**src/rtl/codeword_serialiser.sv**
```systemverilog
// codeword_serialiser: buffers {codeword,length} pairs in a FIFO and shifts them out MSB-first, one bit per clock.
// Optional feature: define SERIALISER_OVERFLOW_CNT_EN to add the saturating overflow_count output.
module codeword_serialiser #(
    parameter int CW_MAX = 4,
    parameter int LEN_W  = 3,
    parameter int DEPTH  = 4
) (
    input  logic              clk,
    input  logic              rst,
    input  logic              bin_finish,
    input  logic [CW_MAX-1:0] codeword,
    input  logic [LEN_W-1:0]  length,
    input  logic              ser_ready,
    output logic              ser_valid,
    output logic              ser_bit,
    output logic              ser_last,
    output logic              fifo_full,
    output logic              fifo_empty,
    output logic              overflow,
    output logic              len_err
`ifdef SERIALISER_OVERFLOW_CNT_EN
    ,
    output logic [7:0]        overflow_count
`endif
);
    localparam int AW = $clog2(DEPTH);
    localparam int PW = AW + 1;

    typedef enum logic {IDLE, SHIFT} state_t;

    state_t            state, state_nx;
    logic [PW-1:0]     wr_ptr, rd_ptr, wr_nx, rd_nx;
    logic [CW_MAX-1:0] cw_mem [DEPTH];
    logic [LEN_W-1:0]  len_mem [DEPTH];
    logic [CW_MAX-1:0] shreg, shifted;
    logic [LEN_W-1:0]  bit_idx;
    logic              legal, last, advance, pop, push, drop;

    assign legal     = (length != '0) && (int'(length) <= CW_MAX);
    assign last      = bit_idx == '0;
    assign ser_valid = state == SHIFT;
    assign shifted   = shreg >> bit_idx;
    assign ser_bit   = ser_valid & shifted[0];
    assign ser_last  = ser_valid & last;
    assign wr_nx     = wr_ptr + PW'(push);
    assign rd_nx     = rd_ptr + PW'(pop);

    // Next-state and FIFO pop/push decisions; a pop on the last accepted bit keeps the stream gap-free
    always_comb begin
        advance  = (state == IDLE) || (ser_ready && last);
        pop      = advance && !fifo_empty;
        state_nx = advance ? (fifo_empty ? IDLE : SHIFT) : state;
        push     = bin_finish && legal && (!fifo_full || pop);
        drop     = bin_finish && legal && fifo_full && !pop;
    end

    // State, pointers, registered occupancy flags and sticky error flags
    always_ff @(posedge clk or posedge rst) begin
        if (rst) begin
            state      <= IDLE;
            wr_ptr     <= '0;
            rd_ptr     <= '0;
            fifo_full  <= 1'b0;
            fifo_empty <= 1'b1;
            overflow   <= 1'b0;
            len_err    <= 1'b0;
        end else begin
            state      <= state_nx;
            wr_ptr     <= wr_nx;
            rd_ptr     <= rd_nx;
            fifo_empty <= wr_nx == rd_nx;
            fifo_full  <= (wr_nx[AW] != rd_nx[AW]) && (wr_nx[AW-1:0] == rd_nx[AW-1:0]);
            overflow   <= overflow | drop;
            len_err    <= len_err | (bin_finish & !legal);
        end
    end

    // FIFO storage; contents are don't-care until written, the pointers define validity
    always_ff @(posedge clk) begin
        if (push) begin
            cw_mem[wr_ptr[AW-1:0]]  <= codeword;
            len_mem[wr_ptr[AW-1:0]] <= length;
        end
    end

    // Shift register load on pop, bit index steps down on each accepted bit
    always_ff @(posedge clk or posedge rst) begin
        if (rst) begin
            shreg   <= '0;
            bit_idx <= '0;
        end else if (pop) begin
            shreg   <= cw_mem[rd_ptr[AW-1:0]];
            bit_idx <= len_mem[rd_ptr[AW-1:0]] - LEN_W'(1);
        end else if (ser_valid && ser_ready) begin
            bit_idx <= bit_idx - LEN_W'(1);
        end
    end

`ifdef SERIALISER_OVERFLOW_CNT_EN
    // Saturating count of pushes dropped because the FIFO was full
    always_ff @(posedge clk or posedge rst) begin
        if (rst)
            overflow_count <= '0;
        else if (drop && overflow_count != 8'hFF)
            overflow_count <= overflow_count + 8'd1;
    end
`endif
endmodule

```
**config.mk**
```make
export PLATFORM = sky130hd
export DESIGN_NAME = codeword_serialiser
export DESIGN_NICKNAME = d
export VERILOG_FILES = /design/src/rtl/codeword_serialiser.sv
export SDC_FILE = /design/constraint.sdc
export NUM_CORES = 1
export LEC_CHECK = 0
export CORE_MARGIN = 10
export CORE_UTILIZATION = 45
export CTS_CLUSTER_SIZE = 28
export DETAILED_ROUTE_END_ITERATION = 8
export PLACE_DENSITY = 0.76
export SYNTH_ARGS = -nofsm -noshare
export SYNTH_HDL_FRONTEND = slang
export SYNTH_SLANG_ARGS = --single-unit
```
**constraint.sdc**
```tcl
create_clock -name clk -period 2.5 [get_ports clk]
set_input_delay 0.75 -clock clk [delete_from_list [all_inputs] [get_ports clk]]
set_output_delay 0.75 -clock clk [all_outputs]
set_load 0.01 [all_outputs]
```
* Word level (Yosys, flattened, before mapping)
Memories as Yosys holds them, arrays and structs flattened. A register that Yosys moved wholly into a read port is not among the register bits.
Index checks and enable logic that the tools add are counted.
** Storage, ports and cells
- Bits in registers :: 14
- RAM bits :: 28
- Bits of input ports :: 11
- Output and inout port bits :: 7
- Logic and storage cells :: 48
- Memories kept :: 2
** Cells by class
- $add $sub $neg :: 4
- Order comparisons :: 1
- Eq/ne operators :: 3
- Shift-type cells :: 1
- Mux-type cells :: 5
- Bitwise gates (word level) :: 6
- Reduce and logical (&&, ||, !) cells :: 18
** Memories
- cw_mem :: words 4, width 4, read ports 1, clocked after Yosys merged registers in 1, write ports 1, line 33 : logic [CW_MAX-1:0] cw_mem [DEPTH];
- len_mem :: words 4, width 3, read ports 1, clocked after Yosys merged registers in 0, write ports 1, line 34 : logic [LEN_W-1:0] len_mem [DEPTH];
** Operators with widths (count)
- 1-bit logical AND :: 9
- 3-bit by 1-bit adder with 3-bit output :: 2
- 3-bit 2-to-1 mux :: 2
- 3-bit by 1-bit subtractor with 3-bit output (second input constant) :: 2
- 1-bit logical NOT :: 4
- 4-bit by 3-bit >> shifter with 1-bit output :: 1
- 1-bit AND :: 3
- 3-bit equality test :: 1
- 3-bit <= comparator (second input constant) :: 1
- 3-bit logical NOT :: 1
- 1-bit 2-to-1 mux :: 3
- 3-bit nonzero test :: 1
- 2-bit equality test :: 1
- 1-bit logical OR :: 2
- 1-bit bitwise OR :: 2
- 2-bit nonzero test :: 1
- 1-bit inequality test :: 1
- 1-bit NOT :: 1

* Depth between registers and ports, before layout
- Word-level depth :: 9
- Mapped depth :: 9
- Gate-level depth less buffers :: 8

* Worst setup path after synthesis
OpenSTA, ideal clock, no wires.
- Kind :: input to register
- Start point :: in ser_ready
- End point :: reg bit_idx[2]
- Setup time :: 65 ps
- Data arrival time :: 2528 ps
- Data required time :: 2435 ps
- Path slack :: -93 ps
- Cell stages on the path :: 9
- Path buffers :: 1
- Cell sequence :: or4b_4 > a21o_1 > buf_6 > clkinv_1 > mux2i_1 > ha_1 > nor3_1 > a221oi_2 > o211a_1
** On the way
- Word-level cells in the longest chain between the ends :: 4
- Elaborated cells on any way between the ends :: 6
- Classes of those cells :: 1 x mux; 5 x reduce/logical
** RTL lines
- start, declared :: line 13 : input logic ser_ready,
- 1-bit logical AND :: line 50 : advance = (state == IDLE) || (ser_ready && last);
- 1-bit logical OR :: line 50
- 1-bit logical AND :: line 51 : pop = advance && !fifo_empty;
- 3-bit 2-to-1 mux / 2-bit nonzero test (equally long branches)
- end signal, assigned :: line 93 : bit_idx <= len_mem[rd_ptr[AW-1:0]] - LEN_W'(1);
- end signal, assigned :: line 95 : bit_idx <= bit_idx - LEN_W'(1);
- end, declared :: line 36 : logic [LEN_W-1:0] bit_idx;
Parallel ways exist; a longest one is shown, timed or not.
A chain may end at the register's enable or synchronous reset.

* Final worst setup path
- Start point :: in ser_ready
- End point :: reg fifo_full
** On the way
- Word-level cells in the longest chain between the ends :: 8
- Elaborated cells on any way between the ends :: 10
- Classes of those cells :: 2 x add/sub; 2 x eq/ne; 6 x reduce/logical
** RTL lines
- 1-bit logical AND :: line 50
- 1-bit logical OR :: line 50
- 1-bit logical AND :: line 51
- 1-bit logical OR :: line 53 : push = bin_finish && legal && (!fifo_full || pop);
- 1-bit logical AND :: line 53
- 3-bit by 1-bit adder with 3-bit output :: line 45 : assign wr_nx = wr_ptr + PW'(push);
- named net wr_nx[2] :: line 32 : logic [PW-1:0] wr_ptr, rd_ptr, wr_nx, rd_nx;
- 1-bit inequality test :: line 72 : fifo_full <= (wr_nx[AW] != rd_nx[AW]) && (wr_nx[AW-1:0] == rd_nx[AW-1:0]);
- 1-bit logical AND :: line 72
- end signal, assigned :: line 72
- end, declared :: line 17 : output logic fifo_full,
The timed path passes the listed nets, and every way through them passes these cells.

==> impl_metrics.json <==
{
  "status": "finished, final reports clean",
  "p_per_area_nw_per_um2": 1070,
  "pin_count": 18,
  "core_um2": 4090,
  "drtIter0Drc": 83,
  "dieArea_um2": 7310,
  "slowest_delay_ns": 0.49,
  "synth_seq_area_share_pct": 66.9,
  "drv_cap": 0,
  "hold_viol": 0,
  "clkSinkCount": 46,
  "hpwl_um": 2650,
  "numCtsBuffers": 5,
  "overflow": 0,
  "r2r-start": "bit_idx[0]",
  "worstHoldStart": "shreg[0]",
  "layout_commonest_cell": "edfxtp_1",
  "fillers": 313,
  "slew_viol_final": 0,
  "critPathMaxFanout": 3,
  "hold_path.class": "reg2reg",
  "tns_ns": 0,
  "irDropWorstVdd_mv": 0.602,
  "async_flop_share_pct": 39.1,
  "period_needed_ns": 2.44,
  "critPathSlowestCell": "or4b_4",
  "yosys.area_share.adder_pct": 3.24,
  "postCtsHoldBufs": 0,
  "path_clk_slew_ns": 0.08,
  "drive_gt1_share_pct": 32.3,
  "fin_util_pct": 61.6,
  "vias_per_cell": 5.47,
  "worstPathCellList": "clkdlybuf4s15_1 > or4b_4 > a21o_4 > a21oi_4 > ha_2 > ha_4 > xor2_4 > xnor2_2 > nor2b_4",
  "die_y_um": 85.5,
  "dr_total_vias": 1154,
  "relSlewSlack_pct": 54.1,
  "synthMuxAreaShare_pct": 10.6,
  "synthFlopType": "edfxtp_1",
  "rows": 23,
  "synth_simple_gate_area_share_pct": 10.5,
  "p_leak_nw": 1.00,
  "r2r_slack_ns": 0.06,
  "die_w_um": 85.5,
  "synth_nets": 136,
  "synth_enable_flop_cells": 28,
  "worstSetupEndpointType": "flop",
  "r2r_cells": 10,
  "fin_nets": 176,
  "htree_num_levels": 2,
  "synth.ff_latch_count": 46,
  "instances_no_fill": 211,
  "synth_xor_area_share_pct": 2.27,
  "firstDrtPassIters": 4,
  "cts_root_buf": "clkbuf_8",
  "antenna_found_initial": 0,
  "start_kind": "primary input",
  "hold_path_end": "shreg[0]",
  "wl_um": 3770,
  "setup_viol": 0,
  "synth_area_um2": 1930,
  "antenna_cells": 0,
  "rsz0062_at_grt": "true",
  "worstSetupPathType": "in2reg",
  "yosysUniqueCellTypes": 38,
  "synth_top_family_by_area": "multiplexers",
  "whs_path_depth": 2,
  "power.total_mw": 2.70,
  "worstMarginPinSlew_ns": 0.688,
  "grt_pass1_wl_um": 6280,
  "reg2reg_to": "fifo_full",
  "fmax_mhz": 409,
  "cts_buffer_depth": 2,
  "clock_skew_ns": 0.00434,
  "start_util_pct": 47.3,
  "final_cell_mix": "28 x edfxtp_1, 17 x nand2_1, 17 x dfrtp_1",
  "worstPathRequired_ns": 2.74,
  "drt-wirelength-per-cell_um": 17.9,
  "clock_latency_ns": 0.29,
  "postRouteAntennaNets": 0,
  "syn_area_per_cell_um2": 16.1,
  "drc_errors": 0,
  "grt_pass1_vias": 1214,
  "arrival_ns": 2.68,
  "fin_crit_sh_pct": 97.7,
  "cts_tree": "built",
  "yosysWarnings": 0,
  "syn_to_final_growth_pct": 30.3,
  "holdWs_ns": 0.478,
  "grt_max_degree": 19,
  "grtUsageTotal_pct": 10.9,
  "io_buffer_count": 17,
  "place.gp.congestion": 0.871,
  "syn_inst": 120,
  "dp_cells": 197,
  "synth_compound_area_share_pct": 4.92
}
-- metrics by stage --
stage	area, µm²	setup WS (ns)
finish	2520	0.0564
CTS	2450	-0.0461
global route	2520	-0.0466
detailed placement	2300	-0.633
floorplan	1950	0.00319
global placement	2300	-0.506
-- what timing repair did --
action	CTS	global route
pin swaps	3	6
setup endpoints to repair	34	3
setup buffers	3	3
gates resized for setup	6	12
-- cells in the mapped netlist (all sizes together) (2+ instances only) --
| master | number | area [µm²] |
|---|---|---|
| nand2 | 17 | 63.8 |
| nor2b | 3 | 18.8 |
| mux2i | 2 | 20.0 |
| nor2 | 4 | 15.0 |
| buf | 3 | 20.0 |
| and3b | 3 | 26.3 |
| dfrtp | 17 | 425 |
| a21oi | 2 | 21.3 |
| ha | 5 | 62.6 |
| mux4 | 8 | 184 |
| edfxtp | 28 | 841 |
| xnor2 | 4 | 35.0 |
| o21ai | 2 | 10.0 |
| inv | 2 | 7.51 |
-- power by group --
group	internal (mW)	leakage, nW	switching [mW]
Sequential	0.988	0.464	0.151
Combinational	0.589	0.479	0.428
Clock	0.299	0.0585	0.248
-- registers in the layout, summed over array words and instances (netlist names) --
signal / count
bit_idx: 3
ser_valid: 1
fifo_empty: 1
wr_ptr: 3
rd_ptr: 3
fifo_full: 1
cw_mem: 16
shreg: 4
overflow: 1
len_err: 1
len_mem: 12
-- area by class of cell --
type / count / area, µm² / share of cell area [%]
inverter: 3 / 16.3 / 0.646
sequential: 46 / 1290 / 51.3
timing repair buffer: 36 / 349 / 13.9
clock inverter: 3 / 43.8 / 1.74
clock buffer: 5 / 68.8 / 2.73
multi-input combinational: 68 / 684 / 27.2
tap: 50 / 62.6 / 2.49
-- logic make-up (layout without fill, tap and decap cells) --
logic type | count (synthesis) | count (layout)
adder cells (fa/ha/maj) | 5 | 5
AND/OR/NAND/NOR | 37 | 37
multiplexers | 10 | 10
AO/OA/AOI/OAI | 11 | 11
XOR/XNOR | 5 | 5
buffers and inverters | 6 | 47
flip-flops | 46 | 46
-- layer usage --
metal	global-route usage (%)	wire length [µm]
met5	0	0
met4	4.04	68
met3	4.07	249
met2	18.5	1920
met1	12.2	1530
-- worst max-delay path: cells and delay by family --
family | cells | cell delay, ns
AOI/OAI and AO/OA | 2 | 0.38
adders and majority gates | 2 | 0.35
and+or+nand+nor | 2 | 0.65
buffers and inverters | 1 | 0.21
xor gates and xnor gates | 2 | 0.33
-- worst max path at each step --
stage | from | endpoint | slack, ns | depth (start not counted)
2_1_floorplan | ser_ready | bit_idx[2] | 0.003 | 9
3_3_place_gp | ser_ready | fifo_full | -0.51 | 9
3_5_place_dp | ser_ready | fifo_full | -0.63 | 9
4_1_cts | length[1] | fifo_full | -0.05 | 9
5_1_grt | bit_idx[0] | bit_idx[2] | -0.05 | 10
6_report | ser_ready | fifo_full | 0.06 | 9
No activity file was read; power rests on OpenSTA's default activity.
